==> config.mk <==
export PLATFORM = sky130hd
export DESIGN_NAME = hbf_dec2x2_flat
export DESIGN_NICKNAME = d
export VERILOG_FILES = /design/src/rtl/hbf_pkg.sv /design/src/rtl/hbf_dec2x2_if.sv /design/src/rtl/hbf_mac.sv /design/src/rtl/hbf_dec2x2.sv /design/src/flat_wrapper.sv
export SDC_FILE = /design/constraint.sdc
export NUM_CORES = 1
export LEC_CHECK = 0
export BUFFER_PORTS_ARGS = -buffer_cell sky130_fd_sc_hd__buf_4
export CAP_MARGIN = 10
export CORE_AREA = 10 10 288 221
export DETAILED_ROUTE_END_ITERATION = 10
export DIE_AREA = 0 0 298 231
export PLACE_DENSITY = 0.77
export SLEW_MARGIN = 10
export SYNTH_ARGS = -nofsm -noshare
export SYNTH_HDL_FRONTEND = slang
export SYNTH_SLANG_ARGS = --single-unit
==> constraint.sdc <==
create_clock -name dclk -period 29 [get_ports dclk]
set_clock_uncertainty 0.05 [all_clocks]
set_input_delay 4.35 -clock dclk [delete_from_list [all_inputs] [get_ports dclk]]
set_output_delay 4.35 -clock dclk [all_outputs]
set_load 0.01 [all_outputs]
==> src/rtl/hbf_pkg.sv <==
// Shared widths, halfband coefficients and FSM state type for the 2:1 halfband decimator.
package hbf_pkg;

    localparam int unsigned DW = 18;
    localparam int unsigned CW = 18;
    localparam int unsigned AW = 40;

    // Q1.17 taps; odd taps other than the centre are zero, DC gain is exactly 1.0
    localparam logic signed [CW-1:0] C0   = 18'sd1638;
    localparam logic signed [CW-1:0] C2   = -18'sd9830;
    localparam logic signed [CW-1:0] C4   = 18'sd40960;
    localparam logic signed [CW-1:0] CCTR = 18'sd65536;

    // Centre tap is a power of two, so it is applied as a shift rather than a multiply
    localparam int unsigned CSH = $clog2(CCTR);

    typedef enum logic [3:0] {IDLE, MX0, MX1, MX2, OX, MY0, MY1, MY2, OY} state_t;

    function automatic logic signed [CW-1:0] coef(input logic [1:0] k);
        case (k)
            2'd0:    return C0;
            2'd1:    return C2;
            default: return C4;
        endcase
    endfunction

endpackage

==> src/rtl/hbf_dec2x2_if.sv <==
// Sample stream from the CIC into the halfband decimator and the filtered stream out.
interface hbf_dec2x2_if;
    import hbf_pkg::*;

    logic signed [DW-1:0] din;
    logic                 div;
    logic                 ce;
    logic signed [DW-1:0] dout;
    logic                 dov;
    logic                 dch;
    logic                 ovf;
    logic                 orun;

    modport master (output din, div, ce, input dout, dov, dch, ovf, orun);
    modport slave  (input din, div, ce, output dout, dov, dch, ovf, orun);

endinterface

==> src/rtl/hbf_mac.sv <==
// Single-multiplier datapath: symmetric pre-add, multiply-accumulate, centre tap, round, saturate.
module hbf_mac
    import hbf_pkg::*;
(
    input  logic                 dclk,
    input  logic                 rstn,
    input  logic                 clr,
    input  logic                 en,
    input  logic                 fin,
    input  logic [1:0]           csel,
    input  logic signed [DW-1:0] da,
    input  logic signed [DW-1:0] db,
    input  logic signed [DW-1:0] dc,
    output logic signed [DW-1:0] dout,
    output logic                 ovf
);

    localparam int unsigned PW = DW + 1 + CW;
    localparam int unsigned RSH = CW - 1;
    localparam logic signed [AW-1:0] HALF = AW'(1) <<< (RSH - 1);
    localparam logic signed [AW-1:0] SMAX = (AW'(1) <<< (DW - 1)) - AW'(1);
    localparam logic signed [AW-1:0] SMIN = ~SMAX;

    logic signed [DW:0]   pre;
    logic signed [PW-1:0] prod;
    logic signed [AW-1:0] prod_x;
    logic signed [AW-1:0] ctr_x;
    logic signed [AW-1:0] s;
    logic signed [AW-1:0] r;
    logic signed [AW-1:0] acc_q;
    logic signed [DW-1:0] sat;
    logic                 sat_hit;

    always_comb begin
        pre    = $signed({da[DW-1], da}) + $signed({db[DW-1], db});
        prod   = PW'(pre) * PW'(coef(csel));
        prod_x = AW'(prod);
        ctr_x  = AW'(dc) <<< CSH;
        // Adding half an LSB before the arithmetic shift rounds half up
        s      = acc_q + ctr_x + HALF;
        r      = s >>> RSH;
        sat_hit = 1'b1;
        if (r > SMAX) begin
            sat = SMAX[DW-1:0];
        end else if (r < SMIN) begin
            sat = SMIN[DW-1:0];
        end else begin
            sat     = r[DW-1:0];
            sat_hit = 1'b0;
        end
    end

    always_ff @(posedge dclk or negedge rstn) begin
        if (!rstn) begin
            acc_q <= '0;
            dout  <= '0;
            ovf   <= 1'b0;
        end else begin
            ovf <= 1'b0;
            if (clr) begin
                acc_q <= prod_x;
            end else if (en) begin
                acc_q <= acc_q + prod_x;
            end
            if (fin) begin
                dout <= sat;
                ovf  <= sat_hit;
            end
        end
    end

endmodule

==> src/rtl/hbf_dec2x2.sv <==
// 11-tap halfband decimate-by-2 on interleaved x/y channels: delay lines, phase, sequencing FSM.
module hbf_dec2x2
    import hbf_pkg::*;
(
    input  logic        dclk,
    input  logic        rstn,
    hbf_dec2x2_if.slave bus
);

    localparam int unsigned NT = 11;

    logic signed [DW-1:0] dx [NT];
    logic signed [DW-1:0] dy [NT];
    state_t               state;
    logic                 ph;
    logic                 start;
    logic                 dov;
    logic                 dch;
    logic                 orun;
    logic                 clr;
    logic                 en;
    logic                 fin;
    logic                 chy;
    logic [1:0]           k;
    logic signed [DW-1:0] da;
    logic signed [DW-1:0] db;
    logic signed [DW-1:0] dc;
    logic signed [DW-1:0] dout;
    logic                 ovf;

    always_ff @(posedge dclk or negedge rstn) begin
        if (!rstn) begin
            for (int i = 0; i < NT; i++) begin
                dx[i] <= '0;
                dy[i] <= '0;
            end
            state <= IDLE;
            ph    <= 1'b0;
            start <= 1'b0;
            dov   <= 1'b0;
            dch   <= 1'b0;
            orun  <= 1'b0;
        end else begin
            dov   <= 1'b0;
            start <= 1'b0;
            if (bus.div) begin
                if (state == IDLE) begin
                    if (bus.ce) begin
                        for (int i = NT - 1; i > 0; i--) dy[i] <= dy[i-1];
                        dy[0] <= bus.din;
                        ph    <= ~ph;
                        // Second y of a pair launches the computation next cycle
                        start <= ph;
                    end else begin
                        for (int i = NT - 1; i > 0; i--) dx[i] <= dx[i-1];
                        dx[0] <= bus.din;
                    end
                end else begin
                    orun <= 1'b1;
                end
            end
            unique case (state)
                IDLE:    if (start) state <= MX0;
                MX0:     state <= MX1;
                MX1:     state <= MX2;
                MX2:     state <= OX;
                OX: begin
                    state <= MY0;
                    dov   <= 1'b1;
                    dch   <= 1'b0;
                end
                MY0:     state <= MY1;
                MY1:     state <= MY2;
                MY2:     state <= OY;
                OY: begin
                    state <= IDLE;
                    dov   <= 1'b1;
                    dch   <= 1'b1;
                end
                default: state <= IDLE;
            endcase
        end
    end

    always_comb begin
        clr = 1'b0;
        en  = 1'b0;
        fin = 1'b0;
        chy = 1'b0;
        k   = 2'd0;
        unique case (state)
            MX0: clr = 1'b1;
            MX1: begin en = 1'b1; k = 2'd1; end
            MX2: begin en = 1'b1; k = 2'd2; end
            OX:  fin = 1'b1;
            MY0: begin clr = 1'b1; chy = 1'b1; end
            MY1: begin en = 1'b1; k = 2'd1; chy = 1'b1; end
            MY2: begin en = 1'b1; k = 2'd2; chy = 1'b1; end
            OY:  begin fin = 1'b1; chy = 1'b1; end
            default: ;
        endcase
    end

    // Symmetric tap pair d[2k], d[10-2k] of the channel being computed
    always_comb begin
        da = '0;
        db = '0;
        unique case (k)
            2'd0: begin
                da = chy ? dy[0] : dx[0];
                db = chy ? dy[10] : dx[10];
            end
            2'd1: begin
                da = chy ? dy[2] : dx[2];
                db = chy ? dy[8] : dx[8];
            end
            2'd2: begin
                da = chy ? dy[4] : dx[4];
                db = chy ? dy[6] : dx[6];
            end
            default: ;
        endcase
        dc = chy ? dy[5] : dx[5];
    end

    hbf_mac u_mac (
        .dclk (dclk),
        .rstn (rstn),
        .clr  (clr),
        .en   (en),
        .fin  (fin),
        .csel (k),
        .da   (da),
        .db   (db),
        .dc   (dc),
        .dout (dout),
        .ovf  (ovf)
    );

    assign bus.dout = dout;
    assign bus.dov  = dov;
    assign bus.dch  = dch;
    assign bus.ovf  = ovf;
    assign bus.orun = orun;

endmodule

==> src/flat_wrapper.sv <==
// flat-port wrapper written by rule: the top's interface ports become plain ports
module hbf_dec2x2_flat import hbf_pkg::*;
  (dclk, rstn, bus_din, bus_div, bus_ce, bus_dout, bus_dov, bus_dch, bus_ovf, bus_orun);
  hbf_dec2x2_if bus_i ();
  input  logic dclk;
  input  logic rstn;
  input wire logic [$bits(bus_i.din)-1:0] bus_din;
  input wire logic [$bits(bus_i.div)-1:0] bus_div;
  input wire logic [$bits(bus_i.ce)-1:0] bus_ce;
  output wire logic [$bits(bus_i.dout)-1:0] bus_dout;
  output wire logic [$bits(bus_i.dov)-1:0] bus_dov;
  output wire logic [$bits(bus_i.dch)-1:0] bus_dch;
  output wire logic [$bits(bus_i.ovf)-1:0] bus_ovf;
  output wire logic [$bits(bus_i.orun)-1:0] bus_orun;
  assign bus_i.din = bus_din;
  assign bus_i.div = bus_div;
  assign bus_i.ce = bus_ce;
  assign bus_dout = bus_i.dout;
  assign bus_dov = bus_i.dov;
  assign bus_dch = bus_i.dch;
  assign bus_ovf = bus_i.ovf;
  assign bus_orun = bus_i.orun;
  hbf_dec2x2 u_core (.dclk(dclk), .rstn(rstn), .bus(bus_i));
endmodule
# After elaboration in Yosys (flattened, before gate mapping)
# Cells that the tools add are included.
[classes]
n_addsub = 4
multipliers = 1
n_lt_le_gt_ge = 2
eq_ne = 11
muxes = 28
bitwise = 3
n_reduce_logical = 13
[op_table]
columns = ["cell", "count"]
rows = [
  ["18-bit 2-to-1 mux", 9],
  ["18-bit case mux with 3 select lines", 2],
  ["40-bit 2-to-1 mux", 2],
  ["40-bit by 18-bit adder with 40-bit output (second input constant)", 1],
  ["40-bit by 34-bit adder with 40-bit output", 1],
  ["40-bit by 37-bit adder with 40-bit output", 1],
  ["19-bit by 18-bit multiplier with 37-bit output", 1],
  ["18-bit case mux with 2 select lines", 1],
  ["4-bit case mux with 8 select lines", 1],
  ["23-bit by 18-bit > comparator with 1-bit output (second input constant)", 1],
  ["23-bit by 18-bit less-than comparator with 1-bit output (second input constant)", 1],
  ["18-bit by 18-bit adder with 19-bit output", 1],
  ["4-bit by 3-bit equality test with 1-bit output (second input constant)", 4],
  ["1-bit 2-to-1 mux", 10],
  ["4-bit by 2-bit equality test with 1-bit output (second input constant)", 2],
  ["2-bit OR reduction", 4],
  ["4-bit OR reduction", 2],
  ["3-bit AND reduction", 2],
  ["4-bit by 1-bit equality test with 1-bit output (second input constant)", 1],
  ["4-bit equality test (second input constant)", 1],
  ["4-bit zero test", 1],
  ["4-bit 2-to-1 mux", 1],
  ["2-bit case mux with 2 select lines", 1],
  ["2-bit nonzero test", 2],
  ["7 further kinds", 9],
]
[word_totals]
register_bits = 464
inputBits = 22
out_inout_bits = 22
elab_cells = 93

# Longest topological paths before layout
# Gate-level depths: netlist (run 1).
[logic_depth]
ltp_word = 10
ltp_mapped = 54
depth_no_buf = 51

# Hierarchy
# From an unflattened synthesis (run 1), not the netlist that was laid out.
[hier_totals]
hier_cells = 2967
hier_area_um2 = 34599.4
[modules_own_cells]
columns = ["mod", "n_inst", "cells_per_inst", "area_each_um2", "seq_area_each_um2"]
rows = [
  ["hbf_mac", 1, 1940, 17405.4, 1451.4],
  ["hbf_dec2x2", 1, 1027, 17194.0, 10134.7],
]

# Worst setup path before layout (run 1)
# Ideal clock, no wire load.
[synth_timing]
path_kind = "register to register"
startpoint = "reg u_core.state[0]"
endpoint = "reg u_core.u_mac.acc_q[39]"
setup_ns = 0.064
arrival_ns = 11.762
required_ns = 28.886
slack_ns = 17.124
path_stages_with_launch = 48
path_buffers = 6
synth_period_minus_slack_ns = 11.876
path_cell_list = "dfrtp_1 > buf_2 > nor2_1 > nor2_2 > a21oi_1 > buf_2 > buf_1 > buf_1 > mux2i_1 > o21ai_0 > ha_1 > a21oi_1 > o21bai_1 > a21oi_1 > o21bai_1 > a21oi_1 > xor2_1 > nor2_1 > [12 not listed] > and3_1 > nand3_1 > a211oi_1 > o32ai_1 > o21ai_0 > a31oi_1 > xnor2_1 > ha_1 > clkbuf_1 > nand3_1 > nor3_1 > a2111oi_0 > a21oi_1 > nor4b_1 > o22ai_1 > or4b_1 > mux2i_1 > a211o_1"
[synth_via]
elab_chain_len = 10
word_cells_on_any_way = 34
classes_between = "add/sub (2); mul (1); eq/ne (9); mux (15); reduce/logical (7)"
[synth_rtl]
columns = ["item", "line_no", "text"]
rows = [
  ["start: declaration", "hbf_dec2x2.sv:14", "state_t state;"],
  ["start signal: assignment", "hbf_dec2x2.sv:37", "state <= IDLE;"],
  ["start signal: assignment", "hbf_dec2x2.sv:63", "IDLE: if (start) state <= MX0;"],
  ["start signal: assignment", "hbf_dec2x2.sv:64", "MX0: state <= MX1;"],
  ["4-bit by 2-bit equality test with 1-bit output (tied with other cells)", "hbf_dec2x2.sv:91", "unique case (state)"],
  ["2-bit OR reduction (no line) / 4-bit OR reduction (equally long branches)", "n/a", ""],
  ["2-bit case mux with 2 select lines / 1-bit 2-to-1 mux (equally long branches)", "hbf_dec2x2.sv:91", ""],
  ["2-bit equality test (tied with other cells)", "hbf_dec2x2.sv:108", "unique case (k)"],
  ["18-bit case mux with 3 select lines", "hbf_dec2x2.sv:108", ""],
  ["18-bit by 18-bit adder with 19-bit output", "hbf_mac.sv:35", "pre = $signed({da[DW-1], da}) + $signed({db[DW-1], db});"],
  ["19-bit by 18-bit multiplier with 37-bit output", "hbf_mac.sv:36", "prod = PW'(pre) * PW'(coef(csel));"],
  ["40-bit by 37-bit adder with 40-bit output", "hbf_mac.sv:63", "acc_q <= acc_q + prod_x;"],
  ["40-bit 2-to-1 mux", "hbf_mac.sv:62", "end else if (en) begin"],
  ["40-bit 2-to-1 mux", "hbf_mac.sv:60", "if (clr) begin"],
  ["end signal: assignment", "hbf_mac.sv:61", "acc_q <= prod_x;"],
  ["end signal: assignment", "hbf_mac.sv:63", ""],
  ["end: declaration", "hbf_mac.sv:30", "logic signed [AW-1:0] acc_q;"],
]
# Parallel ways exist; a longest one is shown, timed or not. The select of a mux whose other input is x is not followed.
# A chain may end at the register's enable or synchronous reset.

# Worst setup path after layout (run 1)
# Ends and elaborated chain as after synthesis.

==> results of run 1 <==
## routing by layer
| metal | vias to the layer above | share of wire | global-route usage |
|---|---|---|---|
| li1 | 10243 | - | - |
| met1 | 11417 | 0.46 | 0.3463 |
| met2 | 704 | 0.44 | 0.3591 |
| met3 | 128 | 0.072 | 0.04993 |
| met4 | 0 | 0.021 | 0.05238 |
| met5 | - | 0 | 0 |
## metrics by stage
stage,util,hold WS (ns),cells
6_report,0.6375,0.4343,3882
5_1_grt,0.6374,0.4591,3881
4_1_cts,0.6374,0.4293,3881
3_5_place_dp,0.6094,0.4167,3795
3_3_place_gp,0.6094,0.4095,3795
2_1_floorplan,-,0.3965,3056
## cell families (layout without fill, tap and decap cells)
kind of cell / after synthesis / count (layout) / synth area share
AOI/OAI and AO/OA: 421 / 421 / 0.07563
xor gates and xnor gates: 118 / 118 / 0.03005
adders and majority gates: 532 / 532 / 0.2614
buffers and inverters: 539 / 574 / 0.05952
DFF: 463 / 463 / 0.3369
muxes: 491 / 491 / 0.1711
other: 0 / 1 / 0
and+or+nand+nor: 492 / 492 / 0.06541
## registers in the layout, summed over array words and instances, names as in the netlist
register,flops
u_core.dx,198
u_core.dy,198
u_core.u_mac.acc_q,39
u_core.u_mac.dout,18
u_core.state,4
u_core.bus.dch,1
u_core.bus.dov,1
u_core.bus.orun,1
u_core.ph,1
u_core.start,1
u_core.u_mac.ovf,1
## worst max-delay path, delay by kind of cell, from the launching register on
family / cells / cell delay, ns
AO/OA/AOI/OAI: 17 / 3.82
flip-flops: 1 / 0.38
AND/OR/NAND/NOR: 10 / 2.29
adder cells (fa/ha/maj): 9 / 4.36
multiplexers: 2 / 0.73
XOR/XNOR: 2 / 1.09
buffers and inverters: 8 / 2.35
## cell usage in the layout (no fill, tap or decap), drive strengths merged, types with 12 or more instances in the layout
| master | count |
|---|---|
| fa | 311 |
| nand3 | 23 |
| nor2b | 13 |
| and2 | 18 |
| o21bai | 19 |
| xnor2 | 75 |
| inv | 430 |
| and3 | 14 |
| xor2 | 43 |
| mux4 | 36 |
| a31oi | 19 |
| or2 | 14 |
| buf | 61 |
| nor2 | 153 |
| ha | 221 |
| clkbuf | 67 |
| a21o | 38 |
| mux2 | 415 |
| a211oi | 25 |
| nand2 | 169 |
| mux2i | 40 |
| o21ai | 116 |
| a21oi | 126 |
| o211ai | 12 |
| dfrtp | 463 |
| nand2b | 22 |
| nor3 | 25 |
## worst max-delay path by stage
stage	from	to	slack (ns)	cells past startpoint
2_1_floorplan	u_core.state[0]	u_core.u_mac.acc_q[39]	17.12	47
3_3_place_gp	u_core.state[0]	u_core.u_mac.acc_q[39]	14.39	46
3_5_place_dp	u_core.state[0]	u_core.u_mac.acc_q[39]	14.12	46
4_1_cts	u_core.state[0]	u_core.u_mac.acc_q[39]	14.03	46
5_1_grt	u_core.state[0]	u_core.u_mac.acc_q[39]	12.80	47
6_report	u_core.state[0]	u_core.u_mac.acc_q[39]	13.82	48
## final cells by class
cell class	instances	area share
multi-input cells	2054	0.5606
diodes	1	0.00006746
inverters	427	0.04321
well taps	790	0.02665
clock buffers	67	0.03616
clock inverters	19	0.007758
flip-flops and latches	463	0.3124
repair buffers	61	0.01322
==> reports/results.ini, run 1 <==
[synth]
synth_edf_count = 0
ys.flop_type = dfrtp_1
synth-seq-cells = 463
synth_nets = 3610
synthDistinctLibCells = 69
yosysWarningCount = 0
yosysSeqAreaShare = 0.3369
syn_avg_cell_area_sq_um = 11.25
synth.area.top_cells = dfrtp_1, fa_1, mux2_2, ha_1, inv_1
synth_top_area_cell = dfrtp_1
synth_top_area_share = 0.3369
ys_top_cells_by_count = dfrtp_1, inv_1, mux2_2
netlist_area_sq_um = 34390
postSynthCellCount = 3056
async_reset_ff_frac = 1.000
synth_most_common_cell = dfrtp_1

[timing]
rsz0062_at_grt = false
period_needed_ns = 15.18
worst_pin_slew_ns = 1.098
hold_violations = 0
setup_viol = 0
fin_crit_sh = 0.5235
finalSetupTns_ns = 0
fmax_ghz = 0.06587
max-slew-margin-rel = 0.2601
setup_ws_ns = 13.82
final_max_slew_viol_count = 0

[detailed_routing]
vias = 22492
firstDrtPassIters = 5
drc_errors = 0
wl_per_cell_microns = 20.71
final_antenna_net_count = 0
vias_per_cell = 5.794
wirelength_mm = 80.39
drtIter0Drc = 1851

[critical_path]
reg2reg_from = u_core.state[0]
max_stage_delay_ns = 0.76
end_kind = flop
crit_slowest_cell = buf_4
critical_path_required_ns = 29.52
rr_worst_depth = 48
r2r_end = u_core.u_mac.acc_q[39]
crit_arrival_ns = 15.70
crit_type = reg -> reg
r2r_slack_ns = 13.82
crit_top_cell = fa_1
critPathLaunchType = flop
crit_fanout = 54

[clocking]
cts_max_level = 2
cts_buffers = 47
clk_root_buffer_cell = clkbuf_16
ctsHoldBuffers = 0
cts_tree = yes
cts_setup_buffers = 0
cts.clk_slew.worst_paths_ns = 0.06
cts_sinks = 463
cts.repair.resized = 0
clk_path_buf_depth = 3
worstSkewPairLatency_ns = 0.63

[final_layout]
drive_gt1_frac = 0.1986
seqCellArea_sq_um = 11590
multiInputGateArea_sq_um = 20790
nets = 3608
fin_area_sq_um = 37100
syn2layout_area_growth_pct = 7.858
num-fill-cells = 4511

[hold_path]
hold_start = u_core.ph
hp-class = reg -> reg
hold_path_end = u_core.ph
worstHoldPathCells = 1

[job]
cap_violations = 0

[die]
die_w_microns = 298
num_io_pins = 44
placementRows = 77
coreArea_sq_um = 58190
start_util = 0.5910
die_area_sq_um = 68840
die_y_microns = 231

[placement]
dp_hpwl_mm = 60.71
dpl_cell_area_sq_um = 35460
port_buffers = 43
dp_slack_ns = 14.12
gp_congestion = 0.9484

[global_routing]
grt_pass1_wl_mm = 131.4
grt_pass1_vias = 23651
gr-total-overflow = 0
track_usage = 0.2365
grt_max_degree = 199
antenna_found_initial = 1

[outcome]
status = completed

Power of run 1 is left out: the tool's default activity adds up to more than one toggle a clock period on the data nets, which glitch-free logic cannot reach.
==> run 2, diff against run 1 <==
==> constraint.sdc (replaced) <==
create_clock -name dclk -period 14.85 [get_ports dclk]
set_clock_uncertainty 0.05 [all_clocks]
set_input_delay 2.2275 -clock dclk [delete_from_list [all_inputs] [get_ports dclk]]
set_output_delay 2.2275 -clock dclk [all_outputs]
set_load 0.01 [all_outputs]
==> run 2 against run 1 <==
Wire length is 0.29% higher. Design area rose by 0.30%. Maximum frequency up 8.7%. Critical path depth is 4 lower. Die area is the same. Final cell count grew 0.26%. Hold slack worse by 0.0070 ns. Largest cell class unchanged. Highest routed layer unchanged.
==> reports/results.ini, run 2 (same netlist as run 1, synthesis figures left out) <==
[final_layout]
syn2layout_area_growth_pct = 8.185
final_common_cell = dfrtp_1
biggestRegsByFlops = u_core.dx: 198 flops, u_core.dy: 198 flops, u_core.u_mac.acc_q: 39 flops
drive_gt1_frac = 0.2028
nets = 3622
most-common-layout-cells = dfrtp_1, inv_1, mux2_2
n_antenna_cell = 0

[die]
die_y_microns = 231
start_util = 0.5910
coreArea_sq_um = 58190
die_w_microns = 298
placementRows = 77
die_area_sq_um = 68840
num_io_pins = 44

[critical_path]
crit_buf_inv = 6
crit_type = reg -> reg
critPathLaunchType = flop
crit_family = adder cells
crit_fanout = 63
crit_slowest_cell = fa_1
critical_path_required_ns = 15.34
end_kind = flop
crit_top_cell = fa_1
max_stage_delay_ns = 0.59
crit_arrival_ns = 14.45

[detailed_routing]
vias = 22571
firstDrtPassIters = 6
dr.max_layer_used = met4
vias_per_cell = 5.799
met3WireLength_mm = 5.271
final_antenna_net_count = 0
wl_met1_mm = 37.72
wirelength_mm = 80.62
drtIter0Drc = 1573
wl_per_cell_microns = 20.71
dr_wl_met2_mm = 36.10
drc_errors = 0

[clocking]
cts.repair.resized = 0
cts.clk_slew.worst_paths_ns = 0.07
cts_buffers = 47
clk_path_buf_depth = 3
cts_setup_buffers = 0
clk_root_buffer_cell = clkbuf_16
cts_max_level = 2
worstSkewPairLatency_ns = 0.59
ctsHoldBuffers = 0
cts_tree = yes
cts_sinks = 463

[global_routing]
antenna_found_initial = 0
grt_pass1_vias = 23836
grt_max_degree = 199
track_usage = 0.2384
grt_pass1_wl_mm = 132.2
gr-total-overflow = 0

[job]
cap_violations = 0

[timing]
rsz0062_at_grt = false
finalSetupTns_ns = 0
final_max_slew_viol_count = 0
worst_pin_slew_ns = 1.114
fmax_ghz = 0.07162
setup_viol = 0
period_needed_ns = 13.96
hold_violations = 0
fin_crit_sh = 0.9402
max-slew-margin-rel = 0.2571

[placement]
gp_congestion = 0.9435
port_buffers = 43
dp_hpwl_mm = 61.53

[hold_path]
hp-class = reg -> reg

[outcome]
status = completed

run 2: final timing paths:
| kind | start | to | slack [ns] | cells after the start |
|---|---|---|---|---|
| hold / removal | u_core.ph | u_core.ph | 0.43 | 1 |
| setup / recovery | u_core.state[3] | u_core.u_mac.acc_q[39] | 0.89 | 44 |
| setup reg to reg | u_core.state[3] | u_core.u_mac.acc_q[39] | 0.89 | 44 |
| hold reg to reg | u_core.ph | u_core.ph | 0.43 | 1 |
| max in group asynchronous | rstn | u_core.state[0] | 10.77 | 3 |
| min in group asynchronous | rstn | u_core.dx[176] | 1.58 | 1 |
run 2: area by class of cell:
type | count | area, sq um
timing repair buffer | 75 | 595.6
fill | 4537 | 20980
tap | 790 | 988.4
sequential | 463 | 11590
multi-input combinational | 2054 | 20790
inverter | 427 | 1603
clock inverter | 16 | 257.7
clock buffer | 67 | 1381
run 2: stage by stage:
step / hold WS, ns / setup slack, ns / utilization / cell area [sq um] / cells
global placement: 0.4109 / 1.444 / 0.6113 / 35570 / 3809
finish: 0.4272 / 0.8881 / 0.6394 / 37210 / 3892
detailed placement: 0.4181 / 1.059 / 0.6113 / 35570 / 3809
global route: 0.4383 / 0.1580 / 0.6394 / 37210 / 3892
CTS: 0.4267 / 0.9289 / 0.6394 / 37210 / 3892
floorplan: 0.3965 / 2.974 / - / 34390 / 3056
run 2: worst reg2reg max path: cells and delay by family, from the launching register on:
family	cells	cell delay (ns)
buffers and inverters	6	0.97
AO/OA/AOI/OAI	13	3.45
XOR/XNOR	2	0.87
adder cells (fa/ha/maj)	9	4.47
multiplexers	2	0.76
AND/OR/NAND/NOR	12	2.80
flip-flops	1	0.54
run 2: routing by layer:
layer,vias to the layer above,global-route usage
met2,635,0.3631
met5,-,0
met4,0,0.04987
met3,103,0.04834
met1,11564,0.3509
li1,10269,-
Power of run 2 is left out for the same reason.
